[src/rtl/pipe_hazard_ctrl.sv]
// pipe_hazard_ctrl: stall/flush sequencer for the 5-stage pipeline (optional perf counters via HAZ_PERF_CNT_EN)
module pipe_hazard_ctrl #(
    parameter int FLUSH_CYC = 2,
    parameter int WAIT_MAX  = 64,
    parameter int CNT_W     = 16
) (
    input  logic             clk,
    input  logic             rst,
    input  logic [4:0]       id_rs1,
    input  logic [4:0]       id_rs2,
    input  logic [4:0]       ex_rd,
    input  logic             ex_memread,
    input  logic             ex_redirect,
    input  logic             dm_req,
    input  logic             dm_ready,
`ifdef HAZ_PERF_CNT_EN
    output logic [CNT_W-1:0] perf_lu_stalls,
    output logic [CNT_W-1:0] perf_flushes,
    output logic [CNT_W-1:0] perf_mem_waits,
`endif
    output logic             pc_hold,
    output logic             ifid_hold,
    output logic             ifid_flush,
    output logic             idex_flush,
    output logic             exmem_hold,
    output logic             wb_bubble,
    output logic             dm_timeout,
    output logic [1:0]       state_o
);
    typedef enum logic [1:0] {RUN = 2'b00, FLUSH = 2'b01, MEM_WAIT = 2'b10} state_t;

    localparam logic [3:0] FLUSH_RELOAD = 4'(FLUSH_CYC - 1);

    state_t           state_q, state_d;
    logic [3:0]       flush_cnt_q, flush_cnt_d;
    logic [CNT_W-1:0] wait_cnt_q, wait_cnt_d;
    logic             timeout_q, timeout_d;
    logic             mem_stall, load_use, redir_acc, lu_cyc;

    assign mem_stall = dm_req & ~dm_ready;
    assign load_use  = ex_memread & (ex_rd != 5'd0) & ((ex_rd == id_rs1) | (ex_rd == id_rs2));

    // Next-state and Mealy outputs; memory wait beats redirect beats load-use, reset blanks all outputs
    always_comb begin
        state_d     = state_q;
        flush_cnt_d = flush_cnt_q;
        wait_cnt_d  = wait_cnt_q;
        timeout_d   = timeout_q;
        redir_acc   = 1'b0;
        lu_cyc      = 1'b0;
        pc_hold     = 1'b0;
        ifid_hold   = 1'b0;
        ifid_flush  = 1'b0;
        idex_flush  = 1'b0;
        exmem_hold  = 1'b0;
        wb_bubble   = 1'b0;
        case (state_q)
            RUN, FLUSH: begin
                if (mem_stall) begin
                    {pc_hold, ifid_hold, exmem_hold, wb_bubble} = 4'hf;
                    wait_cnt_d = CNT_W'(1);
                    state_d    = MEM_WAIT;
                    if (ex_redirect) begin
                        flush_cnt_d = FLUSH_RELOAD;
                        redir_acc   = 1'b1;
                    end
                end else if (ex_redirect || state_q == FLUSH) begin
                    {ifid_flush, idex_flush} = 2'b11;
                    redir_acc   = ex_redirect;
                    flush_cnt_d = ex_redirect ? FLUSH_RELOAD : flush_cnt_q - 4'd1;
                    state_d     = (flush_cnt_d != 4'd0) ? FLUSH : RUN;
                end else if (load_use) begin
                    {pc_hold, ifid_hold, idex_flush} = 3'b111;
                    lu_cyc = 1'b1;
                end
            end
            MEM_WAIT: begin
                if (!mem_stall) begin
                    wait_cnt_d = '0;
                    state_d    = (flush_cnt_q != 4'd0) ? FLUSH : RUN;
                end else begin
                    {pc_hold, ifid_hold, exmem_hold, wb_bubble} = 4'hf;
                    if (wait_cnt_q == CNT_W'(WAIT_MAX)) begin
                        timeout_d   = 1'b1;
                        wait_cnt_d  = '0;
                        flush_cnt_d = 4'd0;
                        state_d     = RUN;
                    end else begin
                        wait_cnt_d = (&wait_cnt_q) ? wait_cnt_q : wait_cnt_q + CNT_W'(1);
                    end
                end
            end
            default: state_d = RUN;
        endcase
        if (rst) begin
            {pc_hold, ifid_hold, ifid_flush, idex_flush, exmem_hold, wb_bubble} = 6'b0;
            redir_acc = 1'b0;
            lu_cyc    = 1'b0;
        end
        dm_timeout = timeout_q & ~rst;
        state_o    = rst ? RUN : state_q;
    end

    // Sequencer state registers
    always_ff @(posedge clk) begin
        if (rst) begin
            state_q     <= RUN;
            flush_cnt_q <= 4'd0;
            wait_cnt_q  <= '0;
            timeout_q   <= 1'b0;
        end else begin
            state_q     <= state_d;
            flush_cnt_q <= flush_cnt_d;
            wait_cnt_q  <= wait_cnt_d;
            timeout_q   <= timeout_d;
        end
    end

`ifdef HAZ_PERF_CNT_EN
    logic [CNT_W-1:0] lu_q, fl_q, mw_q;

    assign perf_lu_stalls = lu_q;
    assign perf_flushes   = fl_q;
    assign perf_mem_waits = mw_q;

    // Saturating event counters for load-use cycles, accepted redirects and memory-wait cycles
    always_ff @(posedge clk) begin
        if (rst) begin
            lu_q <= '0;
            fl_q <= '0;
            mw_q <= '0;
        end else begin
            if (lu_cyc && !(&lu_q)) lu_q <= lu_q + CNT_W'(1);
            if (redir_acc && !(&fl_q)) fl_q <= fl_q + CNT_W'(1);
            if (state_q == MEM_WAIT && !(&mw_q)) mw_q <= mw_q + CNT_W'(1);
        end
    end
`else
    logic unused_perf;
    assign unused_perf = redir_acc ^ lu_cyc;
`endif
endmodule

[config.mk]
export PLATFORM = sky130hd
export DESIGN_NAME = pipe_hazard_ctrl
export DESIGN_NICKNAME = d
export VERILOG_FILES = /design/src/rtl/pipe_hazard_ctrl.sv
export SDC_FILE = /design/constraint.sdc
export NUM_CORES = 1
export LEC_CHECK = 0
export CAP_MARGIN = 20
export CORE_ASPECT_RATIO = 1.4
export CORE_MARGIN = 1.5
export CORE_UTILIZATION = 50
export DETAILED_ROUTE_END_ITERATION = 6
export PLACE_DENSITY = 0.77
export SETUP_SLACK_MARGIN = 0.5
export SYNTH_ARGS = -nofsm -noshare
export SYNTH_HDL_FRONTEND = slang
export SYNTH_SLANG_ARGS = --single-unit
[constraint.sdc]
create_clock -name clk -period 2.14 [get_ports clk]
set_input_delay 0.535 -clock clk [delete_from_list [all_inputs] [get_ports clk]]
set_output_delay 0.535 -clock clk [all_outputs]
set_load 0.02 [all_outputs]
==> metrics.txt, run 1 <==
H-tree depth 1; stop err [ERROR DPL-0038] Utilization greater than 100%, impossible to legalize; dpl cells 284; Syn Nets 226; clock sinks 23; last worst endpoint in the global-route repair_timing idex_flush; Ys Warns 0; Root Buffer Master clkbuf_8; synthesized cell area 1642 um^2; GPL Wtd Cong approximately 0.9; Rows 24; Die Ht 70.80 um; Avg Cell Area, Syn ~8.2 um^2; distinct cell type count after synthesis 52; WEP type primary output; Starting Density 0.5256; hold buffers post-CTS 0; Port Buffers 29; chip width 51.43 um; largest net degree at the start of global routing 13; clock buffer depth 2; Final HPWL DP roughly 3.5 mm; status stopped before the end; Stop stage global routing (5_1_grt); I/O pin total 30; Worst Setup Slack post-DPL -0.9103 ns; TritonCTS buffer count 3; post-synthesis sequential area ratio 0.2805; post-synthesis sequential element count 23; Post-Synthesis Cells 201
## cells in the mapped netlist (all sizes together)
master | instances | area [um^2]
dfxtp | 23 | 460.4
nor2 | 16 | 60.06
a21oi | 14 | 70.07
nand2 | 14 | 52.55
nor3 | 12 | 70.07
a31oi | 11 | 68.82
xnor2 | 10 | 87.58
buf | 7 | 65.05
nand2b | 7 | 46.30
nand4 | 7 | 71.31
clkbuf | 6 | 22.52
nand3 | 6 | 30.03
or4 | 6 | 48.80
a311oi | 5 | 43.79
inv | 5 | 18.77
nor4 | 5 | 31.28
o21ai | 5 | 25.02
ha | 4 | 50.05
nor2b | 4 | 25.02
o211ai | 4 | 30.03
nor3b | 3 | 22.52
a211oi | 2 | 15.01
a21o | 2 | 15.01
and2 | 2 | 15.02
and3 | 2 | 13.77
nor4b | 2 | 30.03
o31ai | 2 | 15.01
o32ai | 2 | 25.03
a31o | 1 | 8.760
a41oi | 1 | 8.760
mux2i | 1 | 10.01
nand4bb | 1 | 11.26
o2111ai | 1 | 8.760
o21a | 1 | 7.510
o21ba | 1 | 10.01
o21bai | 1 | 7.510
o22ai | 1 | 6.260
o311a | 1 | 10.01
o311ai | 1 | 8.760
or3 | 1 | 6.260
xor2 | 1 | 8.760
## stage by stage
stage	utilization	area, um^2
global placement	0.7019	2192
detailed placement	0.7019	2192
CTS	0.8814	2753
floorplan	-	1750
## cell families after synthesis
family                   Yosys count  share of synthesized area
adder cells (fa/ha/maj)            4                    0.03049
XOR/XNOR                          11                    0.05869
buffers and inverters             18                    0.06478
multiplexers                       1                   0.006098
AO/OA/AOI/OAI                     56                     0.2340
AND/OR/NAND/NOR                   88                     0.3255
flip-flops                        23                     0.2805
## repair_timing
action,4_1_cts
pin swaps,50
setup endpoints to repair,29
gates cloned,2
setup buffers,18
resized for setup,192
==> run 2, diff against run 1 <==
- CORE_ASPECT_RATIO: 1.4 -> unset
- CORE_UTILIZATION: 50 -> 35
- PLACE_DENSITY: 0.77 -> unset
- PLACE_DENSITY_LB_ADDON: unset -> 0.15
- SETUP_SLACK_MARGIN: 0.5 -> unset
==> run 2 against run 1 <==
Compared with the run above:
- the flow now finishes, with violations (design-rule violations, negative setup slack)
- synthesized cell count unchanged
- area after synthesis unchanged
==> metrics.txt, run 2 <==
fin worst setup slack -0.08572 ns; Avg WL per Cell approximately 15 um; Crit. End Element primary output; initial antenna violation count 0; Root Buffer Master clkbuf_8 (unchanged); clock slew at reported path FFs 0.08 ns; Worst Setup Slack post-DPL -0.8877 ns (was -0.9103 ns); clock buffer depth 2 (unchanged); initial DRC count 95; GRT Overall Usage 0.1774; count leader, synth dfxtp_1 (unchanged); worst hold path depth 2; core region area 4444 um^2; first-pass GRT wire length 7.410 mm; crit path max-delay cell type or4_4; DRT Pass-1 Iters 6; most common cell after layout, fill and taps aside buf_4; Area Overhead vs Synth 33.99%; Max Freq 449.3 MHz; critical path data required time 1.60 ns; Final Util 0.4949; adder-cell share of the synthesized area 0.03049 (unchanged); Synth Area in XOR/XNOR 0.05869 (unchanged); top-area cell type share of the netlist area 0.2805 (unchanged); DR vias/cell 5.605; CP Max Fanout 3; startpoint type of the worst setup path primary input; Ys Warns 0 (unchanged); Peak VDD IR 0.3189 mV; reg2reg start wait_cnt_q[0]$_SDFFE_PP0P_; area post-placement 2140 um^2 (was 2192 um^2); largest family of logic cells by synthesized area simple AND/OR/NAND/NOR gates (unchanged); largest net degree at the start of global routing 20; total gr overflow 0; DR vias about 1700; delay-heaviest family, CP simple AND/OR/NAND/NOR gates; clock sinks 23 (unchanged); drt drc 4; Final HPWL DP 3.231 mm (was 3.533 mm); Top Registers wait_cnt_q x16, flush_cnt_q x4, state_q x2; FF-to-FF path depth 8; Synth area leaders dfxtp_1 28%, xnor2_1 5.3%, a21oi_1 4.3%, a31oi_1 4.2%, nor2_1 3.7% (unchanged); Nets 273; Post-Synthesis Cells 201 (unchanged); hold_sp timeout_q$_SDFFE_PP0P_; Final Hold Fails 0; synthesized cell area 1642 um^2 (unchanged); number of global-route vias before repair 1601; post-synthesis sequential element count 23 (unchanged); final setup vio count 3; CTS tree done; clk_lat worst skew roughly 0.27 ns; WHS Endpoint timeout_q$_SDFFE_PP0P_; Avg Cell Area, Syn 8.167 um^2 (unchanged); ANT cells 0; antenna viol nets, final 0; Post-synth EDFFs 0 (unchanged); maxcap violations 0; period utilization 1.040; Slew headroom 0.7357; I/O pin total 30 (unchanged); leading area contributor after synthesis dfxtp_1 (unchanged); Post-synth ARST share 0 (unchanged); RSZ-0062 raised after global routing true; reg-to-reg setup timing slack 0.28 ns; simple-gate share of the synthesized area 0.3255 (unchanged); Biggest register wait_cnt_q; Die Area 5110 um^2; final std cells w/o fill 299; Die Ht 71.49 um (was 70.80 um); GPL Wtd Cong 0.8126 (was 0.9271); Final Cell Area 2200 um^2; peak per-stage delay on the critical path 0.55 ns; failing checks design-rule violations, negative setup slack; distinct cell type count after synthesis 52 (unchanged); Final Routed Wirelength 4.428 mm; H-tree depth 1 (unchanged); Pwr Total between 0.9 and 1 mW; hold crit path type flop to flop; TritonCTS buffer count 3 (unchanged); Clock Skew 0.001865 ns; min Tclk post-route 2.226 ns; mux cell area share after synthesis 0.006098 (unchanged); Cell Chain, Critical Path buf_8, or4_4, o2111ai_4, a21oi_2, buf_4; power density over the cells 444.2 nW/um^2; kind of critical path primary input to primary output; Rows 24 (unchanged); Syn Nets 226 (unchanged); crit path DAT roughly 1.7 ns; fin. max-slew vios 0; post-synthesis sequential area ratio 0.2805 (unchanged); post-synthesis compound-gate area fraction 0.2340 (unchanged); commonest non-fill, non-tap cells in the layout 28 x buf_4, 23 x dfxtp_1, 16 x nor2_1; dpl cells 294 (was 284); chip width 71.49 um (was 51.43 um); worst r2r dst flush_cnt_q[1]$_SDFFE_PP0P_; CP Buf/Inv Count 2; Port Buffers 29 (unchanged); fraction of layout cells with a size suffix above 1 0.2834; status finished, violations left (was stopped before the end); Starting Density 0.3694 (was 0.5256); number of flip-flops in the largest register 16; Leak 0.7970 nW; Most used DFF post-synth dfxtp_1 (unchanged); Critical Path Stages 5; worst slew pin tran 0.3903 ns; top cells by count, synth 23 x dfxtp_1, 16 x nor2_1, 14 x a21oi_1, 14 x nand2_1, 11 x a31oi_1 (unchanged)
==> run 2: cell counts after synthesis <==
Identical to the previous run, type by type.
==> run 2: kinds of logic (layout without fill, tap and decap cells) <==
group                    Yosys count  count (layout)
AND/OR/NAND/NOR                   88              88
AO/OA/AOI/OAI                     56              56
flip-flops                        23              23
buffers and inverters             18              64
XOR/XNOR                          11              11
adder cells (fa/ha/maj)            4               4
multiplexers                       1               1
==> run 2: layout make-up <==
type,count,area (um^2)
inverters,5,18.77
repair buffers,55,461.7
clock buffers,4,45.04
fillers,451,2245
well taps,52,65.06
multi-input cells,160,1149
flip-flops and latches,23,460.4
==> run 2: how the worst max path moves through the flow <==
stage                  start         end  slack, ns
floorplan           dm_ready     pc_hold      0.003
global placement    ex_rd[1]  idex_flush      -0.86
detailed placement  ex_rd[1]  idex_flush      -0.89
CTS                 ex_rd[3]     pc_hold      -0.09
global route        ex_rd[3]  idex_flush      -0.12
finish              ex_rd[3]  idex_flush      -0.09
==> run 2: repair_timing <==
action | 4_1_cts | 5_1_grt
hold buffers | 0 | 0
pin swaps | 18 | 16
setup endpoints to repair | 9 | 10
setup buffers | 1 | 0
hold endpoints to repair | 0 | 0
gates resized for setup | 91 | 11
==> run 2: report_power, final <==
part	total, mW	switching [mW]	internal, mW
sequential	0.445	0.00816	0.437
combinational	0.251	0.123	0.128
clock	0.281	0.148	0.133
==> run 2: stage by stage <==
step,setup TNS (ns),hold slack [ns]
final,-0.1988,0.4654
after global routing,-0.3055,0.5208
after CTS,-0.2531,0.4708
after detailed placement,-8.505,0.4505
after global placement,-8.197,0.4430
after floorplan,0,0.4323
==> run 2: layer usage <==
layer | global-route usage | share of wire | vias to the layer above | routed length (um)
met4 | 0.03145 | 0.0081 | 0 | 36
met5 | 0 | 0 | - | 0
met2 | 0.2939 | 0.46 | 35 | 2033
li1 | - | - | 850 | -
met3 | 0.02250 | 0.039 | 7 | 174
met1 | 0.2513 | 0.49 | 784 | 2183
==> run 2: worst register-to-register path: stages (launching register included) <==
cell and delay [ns]:
dfxtp_1 0.35, inv_1 0.07, ha_1 0.14, nor4b_2 0.25, nand4_2 0.20, buf_4 0.21
o32ai_2 0.27, mux2i_1 0.22, nor2_1 0.05
No activity file was read; power rests on OpenSTA's default activity.
